$ cat config.mk
export PLATFORM = sky130hd
export DESIGN_NAME = rv_uart_soc_top
export DESIGN_NICKNAME = d
export VERILOG_FILES = /design/src/rtl/rv_uart_soc_top.sv
export SDC_FILE = /design/constraint.sdc
export NUM_CORES = 1
export LEC_CHECK = 0
export ABC_CLOCK_PERIOD_IN_PS = 4100
export BUFFER_PORTS_ARGS = -buffer_cell sky130_fd_sc_hd__buf_2
export CORE_MARGIN = 2
export CORE_UTILIZATION = 30
export DETAILED_ROUTE_END_ITERATION = 12
export MAX_ROUTING_LAYER = met4
export PLACE_DENSITY = 0.49
export SLEW_MARGIN = 20
export SYNTH_ARGS = -nofsm -noshare
export SYNTH_HDL_FRONTEND = slang
export SYNTH_SLANG_ARGS = --single-unit
$ cat constraint.sdc
create_clock -name clk -period 4.1 [get_ports clk]
set_input_delay 0.205 -clock clk [delete_from_list [all_inputs] [get_ports clk]]
set_output_delay 0.205 -clock clk [all_outputs]
set_load 0.01 [all_outputs]
$ cat src/rtl/rv_uart_soc_top.sv
// UART/debug front end: RX/TX byte FIFOs, echo or 32-bit word packing, LEDs and 8-digit seven-seg.
// Defining UART_PARITY_EN switches both UART directions from 8N1 to 8E1 framing.
module rv_uart_soc_top #(
  parameter int          CLKS_PER_BIT = 900,
  parameter int          FIFO_DEPTH   = 8,
  parameter int          REFRESH_BITS = 16,
  parameter logic [95:0] KEY_VALUE    = 96'h3cf3cf3cf3cf_30c30c_bae_3cf
) (
  input  logic        clk,
  input  logic        Rst,
  input  logic        rx,
  input  logic        prog,
  input  logic        debug,
  input  logic [4:0]  debug_input,
  input  logic [95:0] key,
  output logic        tx,
  output logic        clk_out,
  output logic [6:0]  sev_out,
  output logic [7:0]  an,
  output logic [15:0] led
);
  localparam int CW = $clog2(CLKS_PER_BIT);
  localparam int AW = $clog2(FIFO_DEPTH);
  localparam logic [CW-1:0] BIT_LAST  = CW'(CLKS_PER_BIT - 1);
  localparam logic [CW-1:0] HALF_LAST = CW'(CLKS_PER_BIT / 2 - 1);

  typedef enum logic [2:0] {
    S_IDLE, S_START, S_DATA,
`ifdef UART_PARITY_EN
    S_PAR,
`endif
    S_STOP
  } uart_state_t;

  function automatic logic [7:0] sat_inc8(input logic [7:0] v);
    return (v == 8'hFF) ? v : v + 8'd1;
  endfunction

  function automatic logic [6:0] seg7(input logic [3:0] n);
    case (n)
      4'h0: return 7'h40;  4'h1: return 7'h79;  4'h2: return 7'h24;  4'h3: return 7'h30;
      4'h4: return 7'h19;  4'h5: return 7'h12;  4'h6: return 7'h02;  4'h7: return 7'h78;
      4'h8: return 7'h00;  4'h9: return 7'h10;  4'hA: return 7'h08;  4'hB: return 7'h03;
      4'hC: return 7'h46;  4'hD: return 7'h21;  4'hE: return 7'h06;  default: return 7'h0E;
    endcase
  endfunction

  logic        w_key_ok;
  logic [7:0]  w_mask;
  assign w_key_ok = (key == KEY_VALUE);
  assign w_mask   = key[7:0] ^ KEY_VALUE[7:0];

  // ---------------- UART receiver ----------------
  uart_state_t   r_rx_st;
  logic          r_rx_s1, r_rx_s2, r_rx_d;
  logic [CW-1:0] r_rx_cnt;
  logic [2:0]    r_rx_bit;
  logic [7:0]    r_rx_sr;
  logic          r_rx_done, r_rx_ferr;
  logic          w_rx_ok;
`ifdef UART_PARITY_EN
  logic          r_rx_perr;
  assign w_rx_ok = r_rx_s2 & ~r_rx_perr;
`else
  assign w_rx_ok = r_rx_s2;
`endif

  always_ff @(posedge clk) begin
    if (Rst) begin
      r_rx_s1   <= 1'b1;
      r_rx_s2   <= 1'b1;
      r_rx_d    <= 1'b1;
      r_rx_st   <= S_IDLE;
      r_rx_cnt  <= '0;
      r_rx_bit  <= '0;
      r_rx_sr   <= '0;
      r_rx_done <= 1'b0;
      r_rx_ferr <= 1'b0;
`ifdef UART_PARITY_EN
      r_rx_perr <= 1'b0;
`endif
    end else begin
      r_rx_s1   <= rx;
      r_rx_s2   <= r_rx_s1;
      r_rx_d    <= r_rx_s2;
      r_rx_done <= 1'b0;
      r_rx_ferr <= 1'b0;
      r_rx_cnt  <= r_rx_cnt + 1'b1;
      case (r_rx_st)
        S_IDLE: begin
          r_rx_cnt <= '0;
          if (r_rx_d && !r_rx_s2) r_rx_st <= S_START;
        end
        S_START: if (r_rx_cnt == HALF_LAST) begin
          r_rx_cnt <= '0;
          r_rx_bit <= '0;
          r_rx_st  <= r_rx_s2 ? S_IDLE : S_DATA;
        end
        S_DATA: if (r_rx_cnt == BIT_LAST) begin
          r_rx_cnt <= '0;
          r_rx_sr  <= {r_rx_s2, r_rx_sr[7:1]};
          r_rx_bit <= r_rx_bit + 1'b1;
`ifdef UART_PARITY_EN
          if (r_rx_bit == 3'd7) r_rx_st <= S_PAR;
        end
        S_PAR: if (r_rx_cnt == BIT_LAST) begin
          r_rx_cnt  <= '0;
          r_rx_perr <= (r_rx_s2 != ^r_rx_sr);
          r_rx_st   <= S_STOP;
`else
          if (r_rx_bit == 3'd7) r_rx_st <= S_STOP;
`endif
        end
        S_STOP: if (r_rx_cnt == BIT_LAST) begin
          r_rx_cnt  <= '0;
          r_rx_st   <= S_IDLE;
          r_rx_done <= w_rx_ok;
          r_rx_ferr <= ~w_rx_ok;
        end
        default: r_rx_st <= S_IDLE;
      endcase
    end
  end

  // ---------------- RX FIFO and error counters ----------------
  logic [7:0]  r_rxf_mem [FIFO_DEPTH];
  logic [AW:0] r_rxf_wp, r_rxf_rp;
  logic [7:0]  r_ovr_err, r_frm_err;
  logic        w_rxf_empty, w_rxf_full, w_rxf_push;
  logic [7:0]  w_rx_byte;
  assign w_rxf_empty = (r_rxf_wp == r_rxf_rp);
  assign w_rxf_full  = (r_rxf_wp[AW] != r_rxf_rp[AW]) && (r_rxf_wp[AW-1:0] == r_rxf_rp[AW-1:0]);
  assign w_rxf_push  = r_rx_done && !w_rxf_full;
  assign w_rx_byte   = r_rxf_mem[r_rxf_rp[AW-1:0]];

  always_ff @(posedge clk) if (w_rxf_push) r_rxf_mem[r_rxf_wp[AW-1:0]] <= r_rx_sr ^ w_mask;

  always_ff @(posedge clk) begin
    if (Rst) begin
      r_rxf_wp  <= '0;
      r_rxf_rp  <= '0;
      r_ovr_err <= '0;
      r_frm_err <= '0;
    end else begin
      if (w_rxf_push) r_rxf_wp <= r_rxf_wp + 1'b1;
      if (!w_rxf_empty) r_rxf_rp <= r_rxf_rp + 1'b1;
      if (r_rx_done && w_rxf_full) r_ovr_err <= sat_inc8(r_ovr_err);
      if (r_rx_ferr) r_frm_err <= sat_inc8(r_frm_err);
    end
  end

  // ---------------- Consumer: echo or word packing ----------------
  logic [7:0]  r_txf_mem [FIFO_DEPTH];
  logic [AW:0] r_txf_wp, r_txf_rp;
  logic        w_txf_empty, w_txf_full, w_txf_push, w_mode_chg;
  logic [7:0]  w_tx_byte, r_led_byte;
  logic [31:0] r_disp, r_word_sr, r_prog_word;
  logic [15:0] r_word_cnt;
  logic [1:0]  r_bcnt, w_bcnt;
  logic        r_prog_d;
  assign w_txf_empty = (r_txf_wp == r_txf_rp);
  assign w_txf_full  = (r_txf_wp[AW] != r_txf_rp[AW]) && (r_txf_wp[AW-1:0] == r_txf_rp[AW-1:0]);
  assign w_txf_push  = !w_rxf_empty && !prog && !w_txf_full;
  assign w_tx_byte   = r_txf_mem[r_txf_rp[AW-1:0]];
  assign w_mode_chg  = (prog != r_prog_d);
  assign w_bcnt      = w_mode_chg ? 2'd0 : r_bcnt;

  always_ff @(posedge clk) if (w_txf_push) r_txf_mem[r_txf_wp[AW-1:0]] <= w_rx_byte;

  always_ff @(posedge clk) begin
    if (Rst) begin
      r_txf_wp    <= '0;
      r_led_byte  <= '0;
      r_disp      <= '0;
      r_word_sr   <= '0;
      r_prog_word <= '0;
      r_word_cnt  <= '0;
      r_bcnt      <= '0;
      r_prog_d    <= 1'b0;
    end else begin
      r_prog_d <= prog;
      if (w_mode_chg) r_bcnt <= '0;
      if (w_txf_push) r_txf_wp <= r_txf_wp + 1'b1;
      if (!w_rxf_empty) begin
        if (!prog) begin
          r_led_byte <= w_rx_byte;
          r_disp     <= {r_disp[23:0], w_rx_byte};
        end else begin
          r_word_sr <= {w_rx_byte, r_word_sr[31:8]};
          r_bcnt    <= w_bcnt + 1'b1;
          if (w_bcnt == 2'd3) begin
            r_prog_word <= {w_rx_byte, r_word_sr[31:8]};
            r_word_cnt  <= r_word_cnt + 1'b1;
          end
        end
      end
    end
  end

  // ---------------- UART transmitter ----------------
  uart_state_t   r_tx_st;
  logic          r_tx;
  logic [CW-1:0] r_tx_cnt;
  logic [2:0]    r_tx_bit;
  logic [7:0]    r_tx_sr;
`ifdef UART_PARITY_EN
  logic          r_tx_par;
`endif

  always_ff @(posedge clk) begin
    if (Rst) begin
      r_tx_st  <= S_IDLE;
      r_tx     <= 1'b1;
      r_tx_cnt <= '0;
      r_tx_bit <= '0;
      r_tx_sr  <= '0;
      r_txf_rp <= '0;
`ifdef UART_PARITY_EN
      r_tx_par <= 1'b0;
`endif
    end else begin
      r_tx_cnt <= r_tx_cnt + 1'b1;
      case (r_tx_st)
        S_IDLE: begin
          r_tx_cnt <= '0;
          r_tx     <= 1'b1;
          if (!w_txf_empty) begin
            r_tx_sr  <= w_tx_byte;
            r_txf_rp <= r_txf_rp + 1'b1;
            r_tx     <= 1'b0;
            r_tx_st  <= S_START;
`ifdef UART_PARITY_EN
            r_tx_par <= ^w_tx_byte;
`endif
          end
        end
        S_START: if (r_tx_cnt == BIT_LAST) begin
          r_tx_cnt <= '0;
          r_tx_bit <= '0;
          r_tx     <= r_tx_sr[0];
          r_tx_sr  <= {1'b0, r_tx_sr[7:1]};
          r_tx_st  <= S_DATA;
        end
        S_DATA: if (r_tx_cnt == BIT_LAST) begin
          r_tx_cnt <= '0;
          r_tx_bit <= r_tx_bit + 1'b1;
          if (r_tx_bit == 3'd7) begin
`ifdef UART_PARITY_EN
            r_tx    <= r_tx_par;
            r_tx_st <= S_PAR;
`else
            r_tx    <= 1'b1;
            r_tx_st <= S_STOP;
`endif
          end else begin
            r_tx    <= r_tx_sr[0];
            r_tx_sr <= {1'b0, r_tx_sr[7:1]};
          end
        end
`ifdef UART_PARITY_EN
        S_PAR: if (r_tx_cnt == BIT_LAST) begin
          r_tx_cnt <= '0;
          r_tx     <= 1'b1;
          r_tx_st  <= S_STOP;
        end
`endif
        S_STOP: if (r_tx_cnt == BIT_LAST) r_tx_st <= S_IDLE;
        default: r_tx_st <= S_IDLE;
      endcase
    end
  end

  // ---------------- Display, clock divider, status ----------------
  logic [31:0]           w_disp;
  logic [3:0]            w_nib;
  logic [REFRESH_BITS-1:0] r_refresh;
  logic [2:0]            r_digit;
  logic                  r_clk_out;

  always_comb begin
    w_disp = 32'h0;
    if (!w_key_ok) w_disp = 32'hDEAD_DEAD;
    else if (debug) begin
      case (debug_input)
        5'd0:    w_disp = r_disp;
        5'd1:    w_disp = r_prog_word;
        5'd2:    w_disp = {16'h0, r_word_cnt};
        5'd3:    w_disp = {16'h0, r_ovr_err, r_frm_err};
        5'd4:    w_disp = {31'h0, w_key_ok};
        default: w_disp = 32'h0;
      endcase
    end else w_disp = prog ? r_prog_word : r_disp;
  end

  always_ff @(posedge clk) begin
    if (Rst) begin
      r_refresh <= '0;
      r_digit   <= '0;
      r_clk_out <= 1'b0;
    end else begin
      r_refresh <= r_refresh + 1'b1;
      if (&r_refresh) r_digit <= r_digit + 1'b1;
      r_clk_out <= ~r_clk_out;
    end
  end

  assign w_nib   = w_disp[{r_digit, 2'b00} +: 4];
  assign an      = ~(8'd1 << r_digit);
  assign sev_out = seg7(w_nib);
  assign tx      = r_tx;
  assign clk_out = r_clk_out;
  assign led     = {w_key_ok, prog, w_rxf_empty, (r_tx_st != S_IDLE), r_word_cnt[3:0], r_led_byte};
endmodule

==> results.toml, run 1 <==
[clocking]
postCtsSetupBuffers = 0
ctsLongestPathBuffers = 3
htree_levels = 2
cts_tree = "yes"
root_buffer = "clkbuf_16"
numCtsBuffers = 40
clk_latency_ps = 530
cts.clk_slew.worst_paths_ps = 60
clock-sinks = 345

[floorplan]
die_x_um = 230.9
die-area_um2 = 53340
coreArea_um2 = 51090
boundaryPins = 139
start_util = 0.3024
die_h_um = 230.9
fp-row-count = 83

[placed_design]
place_congestion = 0.8984
post_dp_cell_area_um2 = 16880
port_buffers = 138
dp_hpwl_um = 28360

[synth]
synth-simple-area-share = 0.1829
synth_edf_count = 128
synth_top_family_by_area = "simple AND/OR/NAND/NOR gates"
synth_compound_area_frac = 0.09523
synthMuxAreaShare = 0.08106
synthCells = 1476
yosysSeqAreaShare = 0.5299
ys_types = 77
yosys_register_bits = 345
ys_warn_count = 0
synth_area_um2 = 15450
ys.flop_type = "dfxtp_1"
synth_xor_area_frac = 0.04818
syn_nets = 1615
postSynthAreaPerCell_um2 = 10.47
synthAdderAreaFrac = 0.02672
async_flop_share = 0

[detailed_routing]
wl_um = 40400
viasPerCell = 4.932
drc = 0
via_count = 11390
drt-pass1-iter-count = 5
initialDrtViolationCount = 834
routedWlPerCell_um = 17.49
ant_nets = 0

[timing]
finalCritPeriodShare = 0.9332
slew-limit-headroom = 0.3543
maxSlewViolCount = 0
fin_crit_ps = 3826
final_hold_viol_count = 0
tightest_slew_ps = 966.1
whs_ps = 120.9
fmax_ghz = 0.2614
finClkSkew_ps = 12.88
fin_tns_setup_ps = 0
finalSetupViolations = 0
grt_setup_unrepaired = "no"

[setup_path]
critPathLaunchType = "primary input"
worstSetupPathType = "in -> out"
cp_data_arrival_time_ps = 3620
cp_max_fo = 8
cp.required_ps = 3890
critPathCaptureType = "primary output"
regToRegSetupSlack_ps = 1360

[global_routing]
antenna_found_initial = 0
grt_overflow = 0
grt_max_degree = 84
first_global_vias = 11140
grt_usage = 0.1544
grt_pass1_wl_um = 62650

[cells_and_area]
num-nets-final = 1742
final_cell_mix = "221 x nand2_1, 217 x dfxtp_1, 167 x nor2_1, 137 x buf_2, 128 x edfxtp_1"
diodes = 0
fin_area_um2 = 18150
final_common_cell = "nand2_1"
area_growth_pct = 17.49
drive_gt1_frac = 0.1810

[flow_run]
drv_cap = 0

[pwr]
ir_worst_vdd_v = 0.0002352
power.density_nw_per_um2 = 465.8
leakage_nw = 6.251

[worst_hold_path]
hold_class = "in -> reg"

[status]
status = "complete, no violations"
per-stage QoR:
stage | utilization | instances | power (mW) | worst slack (ps)
3_3_place_gp | 0.3303 | 2240 | 5.076 | 352.8
5_1_grt | 0.3553 | 2310 | 8.861 | 23.16
4_1_cts | 0.3553 | 2310 | 8.600 | 262.7
2_1_floorplan | - | 1476 | 4.713 | 1022
6_report | 0.3553 | 2310 | 8.455 | 274.0
3_5_place_dp | 0.3303 | 2240 | 5.092 | 281.9
worst paths after layout:
check,depth (start not counted),end,startpoint
setup / recovery,12,sev_out[0],key[4]
hold / removal,2,r_txf_rp[0],Rst
hold reg to reg,1,clk_out,clk_out
setup reg to reg,9,r_tx_sr[7],r_tx_cnt[0]
registers in the layout (all words and copies together), names as in the netlist, 10 cells and up, named ones only:
signal       flops
r_rxf_mem       64
r_txf_mem       64
r_prog_word     32
r_disp          25
r_word_sr       24
r_refresh       16
r_word_cnt      16
r_rx_cnt        10
r_tx_cnt        10
power by group:
part | total (mW) | switching, mW | internal, mW
Sequential | 3.87 | 0.154 | 3.72
Combinational | 1.13 | 0.670 | 0.457
Clock | 3.46 | 1.38 | 2.08
Total | 8.46 | 2.20 | 6.25
worst max-delay path, stage by stage:
cell	delay (ps)
buf_2	120
or4bb_1	570
nor4_2	410
nand4_2	360
o31ai_1	350
a21oi_1	100
o211ai_1	480
inv_2	120
ha_1	260
or3_1	380
o221a_2	130
buf_2	130
timing repair:
| action | 4_1_cts | 5_1_grt |
|---|---|---|
| hold endpoints to repair | 1 | 0 |
| gates resized for setup | 0 | 0 |
| hold buffers | 1 | 0 |
| endpoints found under the setup margin | 0 | 0 |
cell usage after synthesis (all sizes together) (9+ instances only):
cell type    n  area, µm²
nand2      221      829.6
dfxtp      217       4344
nor2       169      636.9
edfxtp     128       3844
a21oi      115      575.6
clkbuf      58      227.7
xor2        51      446.7
mux2i       40      400.4
mux4        36      818.3
xnor2       34      297.8
buf         33      207.7
ha          33      412.9
nand3       31      155.2
inv         30      112.6
a211oi      27      202.7
nand4       26      168.9
nor3        17      85.08
o21ai       17      85.08
nand4b      13      113.9
and3        11      73.82
a221oi      10      87.58
nor4        10      81.33
o31ai        9      81.33
final cells by class:
| cell class | count | area [µm²] |
|---|---|---|
| Multi-Input combinational cell | 1008 | 6744 |
| Sequential cell | 345 | 8188 |
| Inverter | 32 | 120.1 |
| Timing Repair Buffer | 176 | 984.7 |
| Clock buffer | 56 | 1114 |
| Tap cell | 680 | 850.8 |
| Fill cell | 5166 | 32940 |
| Clock inverter | 13 | 152.6 |
logic make-up after synthesis:
group / count (synthesis)
fa+ha+maj: 33
buf+inv: 123
simple gates: 582
flops: 345
compound gates: 229
mux: 79
xor+xnor: 85
per-layer routing:
metal | up-vias | wire length (µm) | track usage
met3 | 60 | 2089 | 0.02656
met2 | 297 | 18630 | 0.2477
li1 | 5553 | - | -
met5 | - | 0 | -
met4 | 0 | 920 | 0.04234
met1 | 5483 | 18760 | 0.2009
No activity file was read; power rests on OpenSTA's default activity.
==> run 2, diff against run 1 <==
- CORE_ASPECT_RATIO: not set -> 0.5
- CTS_CLUSTER_DIAMETER: not set -> 50
==> results.toml, run 2 (same netlist as run 1, synthesis figures left out) <==
[clocking]
cts.clk_slew.worst_paths_ps = 60
htree_levels = 2
cts_tree = "yes"
ctsLongestPathBuffers = 3
clock-sinks = 345
root_buffer = "clkbuf_16"
numCtsBuffers = 38
clk_latency_ps = 530
postCtsSetupBuffers = 0

[setup_path]
slowest_stage = "or4b_2"
crit_path_cell_trace = "buf_2 > or4b_2 > nor3_1 > nand4_2 > nor4_1 > a21oi_1 > a31oi_1 > nand2_1 > inv_1 > ha_1 > inv_1 > or3_1 > o221ai_1 > buf_2"
critPathCaptureType = "primary output"
r2r-start = "r_tx_cnt[0]"
critPathLaunchType = "primary input"
cp_max_fo = 8
cp_data_arrival_time_ps = 3490
cp.required_ps = 3890
r2r-end = "r_tx_sr[7]"
rr_worst_depth = 9
worstSetupPathType = "in -> out"
regToRegSetupSlack_ps = 1210
crit_path_max_incr_delay_ps = 670

[floorplan]
die-area_um2 = 53450
boundaryPins = 139
start_util = 0.3055
die_h_um = 164.5
fp-row-count = 58
coreArea_um2 = 50580
die_x_um = 324.9

[cells_and_area]
diodes = 0
final_common_cell = "nand2_1"
drive_gt1_frac = 0.1888
final_cell_mix = "221 x nand2_1, 217 x dfxtp_1, 167 x nor2_1, 137 x buf_2, 128 x edfxtp_1"
num-nets-final = 1748
area_growth_pct = 17.90

[global_routing]
antenna_found_initial = 0
first_global_vias = 10740
grt_overflow = 0
grt_pass1_wl_um = 62290
grt_usage = 0.1527
grt_max_degree = 107

[detailed_routing]
viasPerCell = 4.804
initialDrtViolationCount = 760
drc = 0
ant_nets = 0
routedWlPerCell_um = 17.33
via_count = 11180
wl_um = 40320
drt-pass1-iter-count = 5

[timing]
finalCritPeriodShare = 0.9001
fin_crit_ps = 3690
grt_setup_unrepaired = "no"
tightest_slew_ps = 955.2
fmax_ghz = 0.2710
fin_tns_setup_ps = 0
maxSlewViolCount = 0
finClkSkew_ps = 14.57
slew-limit-headroom = 0.3608
final_hold_viol_count = 0
finalSetupViolations = 0

[pwr]
p_comb_frac = 0.133
swShare = 0.2668
clockPowerShare = 0.406
total_power_mw = 8.418
switchingPower_mw = 2.246
seqPwrFrac = 0.461
intPower_mw = 6.172
ir_worst_vdd_v = 0.0002498
power.density_nw_per_um2 = 462.1
leakage_nw = 6.320

[worst_hold_path]
min_to = "r_rxf_mem[3][5]"
hold_class = "in -> reg"
hold_depth = 2
hold_start = "key[5]"

[status]
status = "complete, no violations"

[flow_run]
drv_cap = 0

[placed_design]
port_buffers = 138
dp_hpwl_um = 28770
place_congestion = 0.8258
-- run 2: worst max-delay path by stage --
stage	start	depth (start not counted)	slack [ps]	endpoint
final	key[59]	14	410	sev_out[4]
after global routing	key[59]	14	180	sev_out[4]
after CTS	key[11]	14	170	sev_out[0]
after detailed placement	key[11]	14	170	sev_out[0]
after global placement	key[11]	14	150	sev_out[0]
after floorplan	key[94]	11	1020	sev_out[0]
-- run 2: layout make-up --
| class | count | area (µm²) |
|---|---|---|
| fill | 5087 | 32360 |
| sequential | 345 | 8188 |
| clock buffer | 49 | 1072 |
| inverter | 32 | 120.1 |
| multi-input combinational | 1008 | 6739 |
| clock inverter | 19 | 190.2 |
| timing repair buffer | 184 | 1045 |
| tap | 690 | 863.3 |
-- run 2: stage by stage --
stage | std cells | utilization | hold WS, ps | worst slack [ps] | area, µm²
final | 2327 | 0.3602 | 130.5 | 409.5 | 18220
after global routing | 2327 | 0.3602 | 128.0 | 176.5 | 18220
after CTS | 2327 | 0.3600 | 112.0 | 172.8 | 18210
after detailed placement | 2258 | 0.3349 | 394.9 | 171.1 | 16940
after global placement | 2258 | 0.3349 | 395.5 | 149.7 | 16940
after floorplan | 1476 | - | 308.8 | 1022 | 15450
-- run 2: power groups by stage --
stage,clock network [mW],logic (mW),registers (mW)
global route,3.66,1.25,3.91
CTS,3.51,1.14,3.89
finish,3.41,1.12,3.88
floorplan,0,0.859,3.85
global placement,0,1.13,3.96
detailed placement,0,1.14,3.96
-- run 2: routing by layer --
metal / up-vias / GRT usage / wire, µm / part of all wire
met5: - / - / 0 / 0
met4: 0 / 0.03956 / 811 / 0.020
met3: 58 / 0.02354 / 1501 / 0.037
met2: 194 / 0.2396 / 18550 / 0.46
met1: 5346 / 0.2070 / 19450 / 0.48
li1: 5580 / - / - / -
-- run 2: repair_timing --
action                                 in CTS  in global routing
endpoints found under the hold margin       1                  0
setup endpoints to repair                   0                  5
resized for setup                           0                  1
hold buffers                                1                  0
-- run 2: critical path: cells and delay by family --
kind	cells	cell delay, ps
compound gates	3	380
fa+ha+maj	1	240
buf+inv	4	430
simple gates	6	2230
==> run 3, diff against run 2 <==
- ABC_CLOCK_PERIOD_IN_PS: 4100 -> 4400
- CTS_BUF_LIST: not set -> sky130_fd_sc_hd__clkbuf_8
- RECOVER_POWER: not set -> 50
- clock period: 4.1 -> 4.4 ns (I/O delays scaled with it)
==> results.toml, run 3 (same netlist as run 1, synthesis figures left out) <==
[clocking]
numCtsBuffers = 54
cts_tree = "yes"
post_cts_resized = 0
clock-sinks = 345
clk_latency_ps = 600
ctsLongestPathBuffers = 3
htree_levels = 2
root_buffer = "clkbuf_8"
cts.clk_slew.worst_paths_ps = 70

[setup_path]
cp_max_fo = 16
crit_path_cell_trace = "clkbuf_1 > inv_1 > o31ai_1 > a221oi_1 > or4_4 > and3_4 > or3_1 > o221a_2 > buf_2"
critPathBufInv = 3
cp.required_ps = 4180
worstSetupPathType = "reg -> out"
crit_path_max_incr_delay_ps = 690
slowest_stage = "clkbuf_1"
crit_family = "buffers and inverters"
critPathCaptureType = "primary output"
cp_data_arrival_time_ps = 3670
critPathLaunchType = "flip-flop"

[timing]
finalSetupViolations = 0
tightest_slew_ps = 2695
fin_tns_setup_ps = 0
slew-limit-headroom = -0.7964
finalCritPeriodShare = 0.8841
finClkSkew_ps = 19.86
fmax_ghz = 0.2571
fin_crit_ps = 3890
maxSlewViolCount = 236
final_hold_viol_count = 0
grt_setup_unrepaired = "no"

[detailed_routing]
initialDrtViolationCount = 657
top_layer_used = "met4"
ant_nets = 0
routedWlPerCell_um = 17.18
wl_met2_um = 18820
drc = 0
via_count = 11240
wl_met1_um = 19460
drt-pass1-iter-count = 5
viasPerCell = 4.791
wl_met3_um = 1339
wl_um = 40300

[cells_and_area]
post-route-util = 0.3523
num-nets-final = 1752
final_cell_mix = "221 x nand2_1, 217 x dfxtp_1, 168 x nor2_1, 128 x edfxtp_1, 116 x buf_2"
seq_area_um2 = 8188
diodes = 0
multi_input_area_um2 = 6729
area_growth_pct = 15.32
finalNonFillerCells = 2345
fillers = 5238
drive_gt1_frac = 0.1644
final_common_cell = "nand2_1"

[placed_design]
dp_hpwl_um = 28250
port_buffers = 138
place_inst = 2246
place_congestion = 0.8321

[global_routing]
grt_overflow = 0
grt_max_degree = 120
antenna_found_initial = 0
grt_usage = 0.1520
first_global_vias = 10710
grt_pass1_wl_um = 62080

[pwr]
p_comb_frac = 0.146
clockPowerShare = 0.359
seqPwrFrac = 0.495
switchingPower_mw = 2.044
swShare = 0.2825
power.density_nw_per_um2 = 406.0
intPower_mw = 5.191
leakage_nw = 6.121
ir_worst_vdd_v = 0.0001988

[floorplan]
die-area_um2 = 53450
die_x_um = 324.9
coreArea_um2 = 50580
start_util = 0.3055
fp-row-count = 58
boundaryPins = 139
die_h_um = 164.5

[worst_hold_path]
hold_class = "in -> reg"

[flow_run]
drv_cap = 4

[status]
violations = "max-capacitance violations, max-slew violations"
status = "complete, but fails checks"
==> run 3: cell types whose count changed in the layout (fill, tap and decap cells not counted), sizes merged <==
cell      before  now
clkinvlp       0    3
clkbuf        49   96
bufinv         2    0
clkinv        15    3
inv           34   60
buf          183  139
==> run 3: worst register-to-register path, delay by kind of cell (launching register included) <==
| family | cells | cell delay [ps] |
|---|---|---|
| AO/OA/AOI/OAI | 1 | 260 |
| flip-flops | 1 | 560 |
| XOR/XNOR | 1 | 160 |
| buffers and inverters | 2 | 1480 |
| AND/OR/NAND/NOR | 4 | 1040 |
==> run 3: layer usage <==
layer  vias up  track usage
li1       5572            -
met1      5432       0.2060
met2       177       0.2402
met3        54      0.02294
met4         0      0.03704
met5         -            -
==> run 3: power groups by stage <==
| stage | combinational, mW | sequential (mW) | clock, mW |
|---|---|---|---|
| after floorplan | 0.801 | 3.59 | 0 |
| after global placement | 1.08 | 3.66 | 0 |
| after detailed placement | 1.09 | 3.66 | 0 |
| after CTS | 1.09 | 3.59 | 2.68 |
| after global routing | 1.19 | 3.60 | 2.83 |
| final | 1.05 | 3.58 | 2.60 |
==> run 3: path summary, 6_finish.rpt <==
check	from	to	slack, ps	cells past startpoint
setup / recovery	r_digit[1]	sev_out[0]	510	9
hold / removal	prog	r_prog_d	60	3
setup reg to reg	r_rxf_wp[1]	r_led_byte[1]	780	8
hold reg to reg	clk_out	clk_out	410	1
==> run 3: layout make-up <==
type,instances,area share
sequential,345,0.4595
multi-input combinational,1008,0.3776
timing repair buffer,172,0.04965
clock buffer,64,0.04943
tap,690,0.04845
clock inverter,34,0.008567
inverter,32,0.006741
==> run 3: repair_timing <==
action | CTS | global route
hold endpoints to repair | 1 | 0
setup buffers | 0 | 0
endpoints found under the setup margin | 0 | 0
hold buffers | 1 | 0
==> run 3: metrics by stage <==
step / hold WS, ps / worst slack, ps / area (µm²) / total power, mW
global placement: 399.4 / 583.2 / 16860 / 4.738
floorplan: 323.8 / 1292 / 15450 / 4.392
CTS: 33.57 / 632.6 / 17900 / 7.362
global route: 71.47 / 325.6 / 17820 / 7.623
finish: 60.74 / 510.0 / 17820 / 7.235
detailed placement: 401.0 / 648.8 / 16860 / 4.743
